==> config.mk <==
export PLATFORM = sky130hd
export DESIGN_NAME = multi_led_blinker
export DESIGN_NICKNAME = d
export VERILOG_FILES = /design/src/rtl/mlb_pkg.sv /design/src/rtl/blink_channel.sv /design/src/rtl/multi_led_blinker.sv
export SDC_FILE = /design/constraint.sdc
export NUM_CORES = 1
export LEC_CHECK = 0
export CORE_UTILIZATION = 27
export CTS_CLUSTER_SIZE = 8
export DETAILED_ROUTE_END_ITERATION = 12
export PLACE_DENSITY = 0.52
export SLEW_MARGIN = 0
export SYNTH_ARGS = -nofsm -noshare
export SYNTH_HDL_FRONTEND = slang
export SYNTH_SLANG_ARGS = --single-unit
==> constraint.sdc <==
create_clock -name clk -period 4.8 [get_ports clk]
set_clock_uncertainty 0.2 [all_clocks]
set_input_delay 0.48 -clock clk [delete_from_list [all_inputs] [get_ports clk]]
set_output_delay 0.48 -clock clk [all_outputs]
set_load 0.005 [all_outputs]
==> src/rtl/mlb_pkg.sv <==
// Shared types and helpers for the multi-channel LED blinker.
// The period clamp keeps every channel's counter range at least two cycles long.
package mlb_pkg;

  typedef enum logic [1:0] {
    MODE_OFF     = 2'b00,
    MODE_ON      = 2'b01,
    MODE_BLINK   = 2'b10,
    MODE_ONESHOT = 2'b11
  } mode_e;

  localparam int MAX_W = 32;
  localparam logic [MAX_W-1:0] MIN_PERIOD = 32'd2;

  function automatic logic [MAX_W-1:0] clamp_period(input logic [MAX_W-1:0] p);
    return (p < MIN_PERIOD) ? MIN_PERIOD : p;
  endfunction

endpackage

==> src/rtl/blink_channel.sv <==
// One blinker channel: period counter, active and shadow configuration, pending flag.
// Shadow values move to the active set only at a period boundary or while the channel is idle.
module blink_channel
  import mlb_pkg::*;
#(
  parameter int CNT_W      = 27,
  parameter int DEF_PERIOD = 50000000,
  parameter int DEF_HIGH   = 25000000
) (
  input  logic             clk,
  input  logic             reset,
  input  logic             en,
  input  logic             load,
  input  logic [1:0]       cfg_mode,
  input  logic [CNT_W-1:0] cfg_period,
  input  logic [CNT_W-1:0] cfg_high,
  output logic             pending,
  output logic             led,
  output logic             wrap,
  output logic             done
);

  localparam logic [CNT_W-1:0] DEF_P = CNT_W'(clamp_period(MAX_W'(DEF_PERIOD)));
  localparam logic [CNT_W-1:0] DEF_H = CNT_W'(DEF_HIGH);
  localparam logic [CNT_W-1:0] ONE   = CNT_W'(1);

  logic [CNT_W-1:0] cnt, cnt_nxt;
  mode_e            mode, mode_nxt;
  logic [CNT_W-1:0] period, period_nxt;
  logic [CNT_W-1:0] high, high_nxt;
  mode_e            sh_mode, sh_mode_nxt;
  logic [CNT_W-1:0] sh_period, sh_period_nxt;
  logic [CNT_W-1:0] sh_high, sh_high_nxt;
  logic             pending_nxt;
  logic             led_nxt, wrap_nxt, done_nxt;

  logic running;
  logic at_end;
  logic apply;

  // Only BLINK and ONESHOT advance the counter; everything else parks it at zero.
  assign running = en && ((mode == MODE_BLINK) || (mode == MODE_ONESHOT));
  assign at_end  = running && (cnt == (period - ONE));
  assign apply   = pending && (at_end || !running);

  always_ff @(posedge clk) begin
    if (reset) begin
      cnt       <= '0;
      mode      <= MODE_BLINK;
      period    <= DEF_P;
      high      <= DEF_H;
      sh_mode   <= MODE_BLINK;
      sh_period <= DEF_P;
      sh_high   <= DEF_H;
      pending   <= 1'b0;
      led       <= 1'b0;
      wrap      <= 1'b0;
      done      <= 1'b0;
    end else begin
      cnt       <= cnt_nxt;
      mode      <= mode_nxt;
      period    <= period_nxt;
      high      <= high_nxt;
      sh_mode   <= sh_mode_nxt;
      sh_period <= sh_period_nxt;
      sh_high   <= sh_high_nxt;
      pending   <= pending_nxt;
      led       <= led_nxt;
      wrap      <= wrap_nxt;
      done      <= done_nxt;
    end
  end

  always_comb begin
    cnt_nxt       = cnt;
    mode_nxt      = mode;
    period_nxt    = period;
    high_nxt      = high;
    sh_mode_nxt   = sh_mode;
    sh_period_nxt = sh_period;
    sh_high_nxt   = sh_high;
    pending_nxt   = pending;

    // The top never raises load while pending is set, so load and apply cannot collide.
    if (load) begin
      sh_mode_nxt   = mode_e'(cfg_mode);
      sh_period_nxt = cfg_period;
      sh_high_nxt   = cfg_high;
      pending_nxt   = 1'b1;
    end

    if (!running || at_end) begin
      cnt_nxt = '0;
    end else begin
      cnt_nxt = cnt + ONE;
    end

    if (at_end && (mode == MODE_ONESHOT)) begin
      mode_nxt = MODE_OFF;
    end

    if (apply) begin
      mode_nxt    = sh_mode;
      period_nxt  = CNT_W'(clamp_period(MAX_W'(sh_period)));
      high_nxt    = sh_high;
      pending_nxt = 1'b0;
      cnt_nxt     = '0;
    end
  end

  always_comb begin
    led_nxt  = 1'b0;
    wrap_nxt = 1'b0;
    done_nxt = 1'b0;
    if (en) begin
      case (mode)
        MODE_ON: led_nxt = 1'b1;
        MODE_BLINK, MODE_ONESHOT: begin
          led_nxt  = (cnt < high);
          wrap_nxt = at_end;
          done_nxt = at_end && (mode == MODE_ONESHOT);
        end
        default: led_nxt = 1'b0;
      endcase
    end
  end

endmodule

==> src/rtl/multi_led_blinker.sv <==
// N-channel programmable LED blinker: config port decode plus one blink_channel per LED.
// Requests aimed at a nonexistent channel are acknowledged and discarded.
module multi_led_blinker
  import mlb_pkg::*;
#(
  parameter int CNT_W      = 27,
  parameter int NUM_CH     = 4,
  parameter int DEF_PERIOD = 50000000,
  parameter int DEF_HIGH   = 25000000,
  localparam int CH_W      = (NUM_CH > 1) ? $clog2(NUM_CH) : 1
) (
  input  logic              clk,
  input  logic              reset,
  input  logic [NUM_CH-1:0] en,
  input  logic              cfg_valid,
  output logic              cfg_ready,
  input  logic [CH_W-1:0]   cfg_ch,
  input  logic [1:0]        cfg_mode,
  input  logic [CNT_W-1:0]  cfg_period,
  input  logic [CNT_W-1:0]  cfg_high,
  output logic [NUM_CH-1:0] led,
  output logic [NUM_CH-1:0] wrap,
  output logic [NUM_CH-1:0] done
);

  logic [NUM_CH-1:0] pending;
  logic [NUM_CH-1:0] load;

  // Ready depends only on the addressed channel, never on cfg_valid.
  always_comb begin
    cfg_ready = 1'b1;
    for (int i = 0; i < NUM_CH; i++) begin
      if (cfg_ch == CH_W'(i)) cfg_ready = ~pending[i];
    end
  end

  always_comb begin
    load = '0;
    for (int i = 0; i < NUM_CH; i++) begin
      load[i] = cfg_valid && !pending[i] && (cfg_ch == CH_W'(i));
    end
  end

  for (genvar g = 0; g < NUM_CH; g++) begin : g_ch
    blink_channel #(
      .CNT_W      (CNT_W),
      .DEF_PERIOD (DEF_PERIOD),
      .DEF_HIGH   (DEF_HIGH)
    ) u_ch (
      .clk        (clk),
      .reset      (reset),
      .en         (en[g]),
      .load       (load[g]),
      .cfg_mode   (cfg_mode),
      .cfg_period (cfg_period),
      .cfg_high   (cfg_high),
      .pending    (pending[g]),
      .led        (led[g]),
      .wrap       (wrap[g]),
      .done       (done[g])
    );
  end

endmodule
---- Yosys cells after proc, flatten, opt, wreduce, memory -nomap -nowiden ----
Index checks and enable logic that the tools add are counted.
cells by class
  $add $sub $neg .......................... 8
  magnitude comparators ................... 8
  equal/unequal tests ..................... 19
  mux-type cells .......................... 20
  bitwise operators ....................... 12
  reduce and logical (&&, ||, !) cells .... 65
operators with widths
  kind                     number
  $add A27 B1 Y27 const B  4
  $eq A27 B27 Y1           4
  $lt A27 B2 Y1 const B    4
  $lt A27 B27 Y1           4
  $mux W27                 4
  $sub A27 B1 Y27 const B  4
  $logic_and A1 B1 Y1      24
  $reduce_or A2 Y1         12
  $reduce_or A3 Y1         8
  $eq A2 B2 Y1 const B     10
  $mux W2                  8
  $not A1 Y1               12
  $eq A2 B1 Y1 const B     5
  $logic_not A1 Y1         8
  $logic_or A1 B1 Y1       8
  $pmux W1 S2              4
  $reduce_bool A2 Y1       4
  $mux W1                  4
  $logic_not A2 Y1         1
word-level totals
  bits in registers ....................... 572
  input port bits ......................... 65
  output and inout bits ................... 13
  word-level logic and storage cells ...... 176

---- Logic depth before layout (Yosys ltp) ----
  depth after elaboration ................. 7
  depth in mapped cells ................... 14

---- Modules after synthesis ----
Synthesis repeated with hierarchy kept, for this count alone.
second synthesis, totals
  cells, all modules ...................... 3295
  area total of the unflattened synthesis .. 29752.3 um2
modules (own cells, without submodules)
  module             times used  cells an instance  area an instance (um2)
  blink_channel      4           822                7422.1
  multi_led_blinker  1           7                  63.8

---- Worst setup path before layout ----
OpenSTA, ideal clock, no wires.
  path kind ............................... register to register
  start point ............................. register g_ch[1].u_ch.period[5]
  end point ............................... register g_ch[1].u_ch.period[26]
  library setup time ...................... 0.072 ns
  data arrival time ....................... 3.412 ns
  data required time ...................... 4.528 ns
  path slack .............................. 1.117 ns
  stages on the path, launching flop included .. 13
  path buffers ............................ 4
  clock period less this slack ............ 3.683 ns
  path through ............................ dfxtp_1 buf_2 or4_1 buf_2 or4_1 clkbuf_1 or4_1 a32o_1 o21ai_2 o2111ai_2 o21ai_4 buf_4 mux2i_1
between the ends
  word-level cells in the longest chain between the ends .. 5
ends and longest elaborated chain
  what                    RTL line             source
  start, declared         blink_channel.sv:29  logic [CNT_W-1:0] period, period_nxt;
  start signal, assigned  blink_channel.sv:62  period <= period_nxt;
  $sub A27 B1 Y27         blink_channel.sv:43  assign at_end = running && (cnt == (period - ONE));
  $eq A27 B27 Y1          blink_channel.sv:43
  $logic_and A1 B1 Y1     blink_channel.sv:43
  $logic_or A1 B1 Y1      blink_channel.sv:44  assign apply = pending && (at_end || !running);
  $logic_and A1 B1 Y1     blink_channel.sv:44
No other way between the ends.
A chain may end at the register's enable or synchronous reset.

---- Worst setup path after layout ----
  start point ............................. register g_ch[0].u_ch.period[3]
  end point ............................... register g_ch[0].u_ch.period[4]
between the ends
  word-level cells in the longest chain between the ends .. 5
ends and longest elaborated chain
  what                    RTL line
  start, declared         blink_channel.sv:29
  start signal, assigned  blink_channel.sv:62
  $sub A27 B1 Y27         blink_channel.sv:43
  $eq A27 B27 Y1          blink_channel.sv:43
  $logic_and A1 B1 Y1     blink_channel.sv:43
  $logic_or A1 B1 Y1      blink_channel.sv:44
  $logic_and A1 B1 Y1     blink_channel.sv:44
No other way between the ends.

==> impl_metrics.json <==
{
  "status": "finished clean",
  "rsz0062_at_grt": "false",
  "grtUsageTotal_pct": 17.7,
  "cts_hold_buf": 0,
  "path_cells": "nor4_1, nand4b_1, a2111oi_0, a31oi_1, or4_1, or4_1, buf_4, a21boi_2, a22o_1",
  "grt-ovfl-total": 0,
  "synth-seq-cells": 572,
  "synth_top_family_by_area": "simple AND/OR/NAND/NOR gates",
  "cts_sinks": 572,
  "yosys.area_share.simple_pct": 26.3,
  "hold_path.class": "input pin to flop",
  "synth_top_area_share_pct": 37.3,
  "ioPinCount": 78,
  "end_kind": "flop",
  "wirelength_um": 105000,
  "initial_core_util_pct": 27.3,
  "final_util_pct": 31.1,
  "p_sw_w": 0.00281,
  "required_ns": 5.16,
  "cp_top_family": "simple AND/OR/NAND/NOR gates",
  "nets": 3998,
  "post_drt_via_cell_ratio": 5.27,
  "synth_nets": 4081,
  "cts_tree": "done",
  "finalSetupViolCount": 0,
  "die_x_um": 339,
  "cts_buffer_depth": 3,
  "placement.io_buffers": 77,
  "cts_buffers": 82,
  "die_y_um": 339,
  "synth_edf_count": 0,
  "power.density_mw_per_mm2": 319,
  "coreArea_mm2": 0.113,
  "finalHoldViolCount": 0,
  "cts_max_level": 3,
  "max_freq_ghz": 0.234,
  "cts_root_buffer": "clkbuf_16",
  "place_congestion": 0.891,
  "peakVddDrop_mv": 0.238,
  "internal-power_w": 0.00836,
  "synth_compound_area_share_pct": 16.9,
  "fin_crit_sh_pct": 89.2,
  "path_class": "flop to flop",
  "yosysMostFrequentCell": "nand2_1",
  "yosys.area.top_type": "dfxtp_1",
  "synthXorXnorAreaFrac_pct": 6.56,
  "critPathMaxStageDelay_ns": 0.69,
  "startpoint_type": "flop",
  "grt_pass1_vias": 26000,
  "total_power_w": 0.0112,
  "slew-limit-headroom_pct": 17.8,
  "p_leak_nw": 12.6,
  "dp_hpwl_um": 72000,
  "fin_area_mm2": 0.0350,
  "synth_flop_cell": "dfxtp_1",
  "post-route-min-period_ns": 4.28,
  "clk_latency_ns": 0.63,
  "synthTopCellsByCount": "726 x nand2_1, 572 x dfxtp_1, 250 x clkbuf_1, 226 x nor2_1, 203 x nand3_1",
  "placed_area_mm2": 0.0327,
  "drv_slew": 0,
  "synthCells": 3904,
  "postCtsSetupBuffers": 0,
  "cpMostUsedCell": "or4_1",
  "path_max_fanout": 39,
  "synthAdderAreaFrac_pct": 4.56,
  "rows": 123,
  "synth_area_mm2": 0.0307,
  "switching_share_pct": 25.1,
  "seqPwrFrac_pct": 44.5,
  "arrival_ns": 4.64,
  "syn2layout_area_growth_pct": 14.0,
  "initialDrtViolationCount": 2458,
  "syn_area_per_cell_um2": 7.87,
  "drc_errors": 0,
  "synthDistinctLibCells": 80,
  "path_clk_slew_ns": 0.05,
  "first_pass_iters": 5,
  "muxShareOfSynthArea_pct": 2.53,
  "wl_per_cell_um": 19.6,
  "cts-resized-gates": 0,
  "p_clk_share_pct": 48.5,
  "p_comb_share_pct": 7.0,
  "antenna_found_initial": 4,
  "ant_nets": 0,
  "grt_pass1_wl_um": 160000,
  "async_flop_share_pct": 0,
  "slowest_stage": "or4_1",
  "tightest_slew_ns": 1.22,
  "synth_area_leaders": "dfxtp_1 37%, nand2_1 8.9%, ha_1 4.6%, xnor2_1 3.6%, nand3_1 3.3%",
  "ys_seq_area_share_pct": 37.3,
  "ys_warn_count": 0,
  "drv_cap": 0,
  "fin_setup_tns_ns": 0,
  "crit_buf_inv": 1,
  "grt_max_degree": 138,
  "layout-drive-gt1-share_pct": 5.58,
  "num-fill-cells": 12100,
  "vias": 28100,
  "die_area_mm2": 0.115
}
worst reg2reg max path: stages (launching register included):
cell	delay [ns]
dfxtp_1	0.37
nor4_1	0.68
nand4b_1	0.35
a2111oi_0	0.46
a31oi_1	0.06
or4_1	0.47
or4_1	0.69
buf_4	0.32
a21boi_2	0.42
a22o_1	0.19
state kept, by name, indices dropped and copies added (netlist names):
register / cells
g_ch.u_ch.period: 108
g_ch.u_ch.sh_period: 108
g_ch.u_ch.cnt: 108
g_ch.u_ch.led: 4
g_ch.u_ch.sh_high: 108
g_ch.u_ch.high: 108
g_ch.u_ch.sh_mode: 8
g_ch.u_ch.wrap: 4
g_ch.u_ch.pending: 4
g_ch.u_ch.done: 4
g_ch.u_ch.mode: 8
power groups by stage:
stage | Combinational [W] | Sequential [W] | Clock, W
floorplan | 0.000462 | 0.00503 | 0
global route | 0.000842 | 0.00498 | 0.00576
detailed placement | 0.000764 | 0.00507 | 0
finish | 0.000777 | 0.00498 | 0.00542
global placement | 0.000760 | 0.00507 | 0
CTS | 0.000766 | 0.00497 | 0.00555
placed cells by master (no fill, tap or decap), types with 12 or more instances in the layout:
master           synthesis  layout
and2_1                  17      16
o311ai_1                15      15
a21o_1                  37      37
nor2b_1                 14      14
a211o_1                 18      18
a21oi_1                172     171
nand2b_1                23      23
nand2_1                726     725
and3_1                  52      50
o31ai_1                 37      37
dfxtp_1                572     571
a22o_1                  12      12
nor3_1                 162     161
or3_1                   42      41
or2_2                   13      13
inv_1                  151     150
clkdlybuf4s50_1          0      76
ha_1                   112     112
o41ai_1                 26      26
xor2_1                 105     105
or4_1                   23      23
nor4_1                  81      80
nor2_1                 226     225
a31oi_1                 82      82
o311ai_0                57      57
xnor2_1                125     125
buf_4                   14      57
o21ai_0                 44      44
a211oi_1                48      48
o211ai_1               111     111
a2111oi_0               13      13
mux2i_1                 64      64
nand3_1                203     201
clkbuf_16                0      89
mux2_2                  12      12
nand4_1                 77      77
path summary, 6_finish.rpt:
path	startpoint	end	slack [ns]	depth (start not counted)
min reg2reg	g_ch[3].u_ch.sh_high[5]$_SDFFE_PP0P_	g_ch[3].u_ch.sh_high[5]$_SDFFE_PP0P_	0.25	2
max	g_ch[0].u_ch.period[3]$_SDFFE_PP0P_	g_ch[0].u_ch.period[4]$_SDFFE_PP0P_	0.52	9
max reg2reg	g_ch[0].u_ch.period[3]$_SDFFE_PP0P_	g_ch[0].u_ch.period[4]$_SDFFE_PP0P_	0.52	9
min	reset	g_ch[2].u_ch.sh_high[7]$_SDFFE_PP0P_	0.18	2
per-layer routing:
layer	routed length [µm]	global-route usage (%)	vias to the layer above
met5	10	0	-
met1	50400	25.5	13500
met4	2700	5.29	2
li1	-	-	13700
met2	44100	25.9	772
met3	7510	3.97	150
metrics by stage:
stage	hold slack (ns)	std cells	setup WS, ns
3_3_place_gp	0.244	5237	0.614
6_report	0.175	5335	0.519
2_1_floorplan	0.233	3904	1.12
3_5_place_dp	0.247	5237	0.570
5_1_grt	0.187	5334	0.224
4_1_cts	0.145	5334	0.574
cell type report:
cell class	instances	area [µm²]	share of cell area [%]
Multi-Input combinational cell	2872	17500	50.0
Sequential cell	572	11500	32.7
Clock buffer	96	2270	6.50
Tap cell	1500	1880	5.36
Timing Repair Buffer	140	1320	3.78
Inverter	153	582	1.66
Clock inverter	1	5.00	0.0143
Antenna cell	1	2.50	0.00715
logic make-up (layout without fill, tap and decap cells):
kind of cell    Yosys count  in the layout
xor+xnor                230            230
buf+inv                 460            390
mux                      76             76
flops                   572            572
fa+ha+maj               112            112
other cells               0              1
simple gates           1713           1713
compound gates          741            741
(Power assumes the default switching activity.)
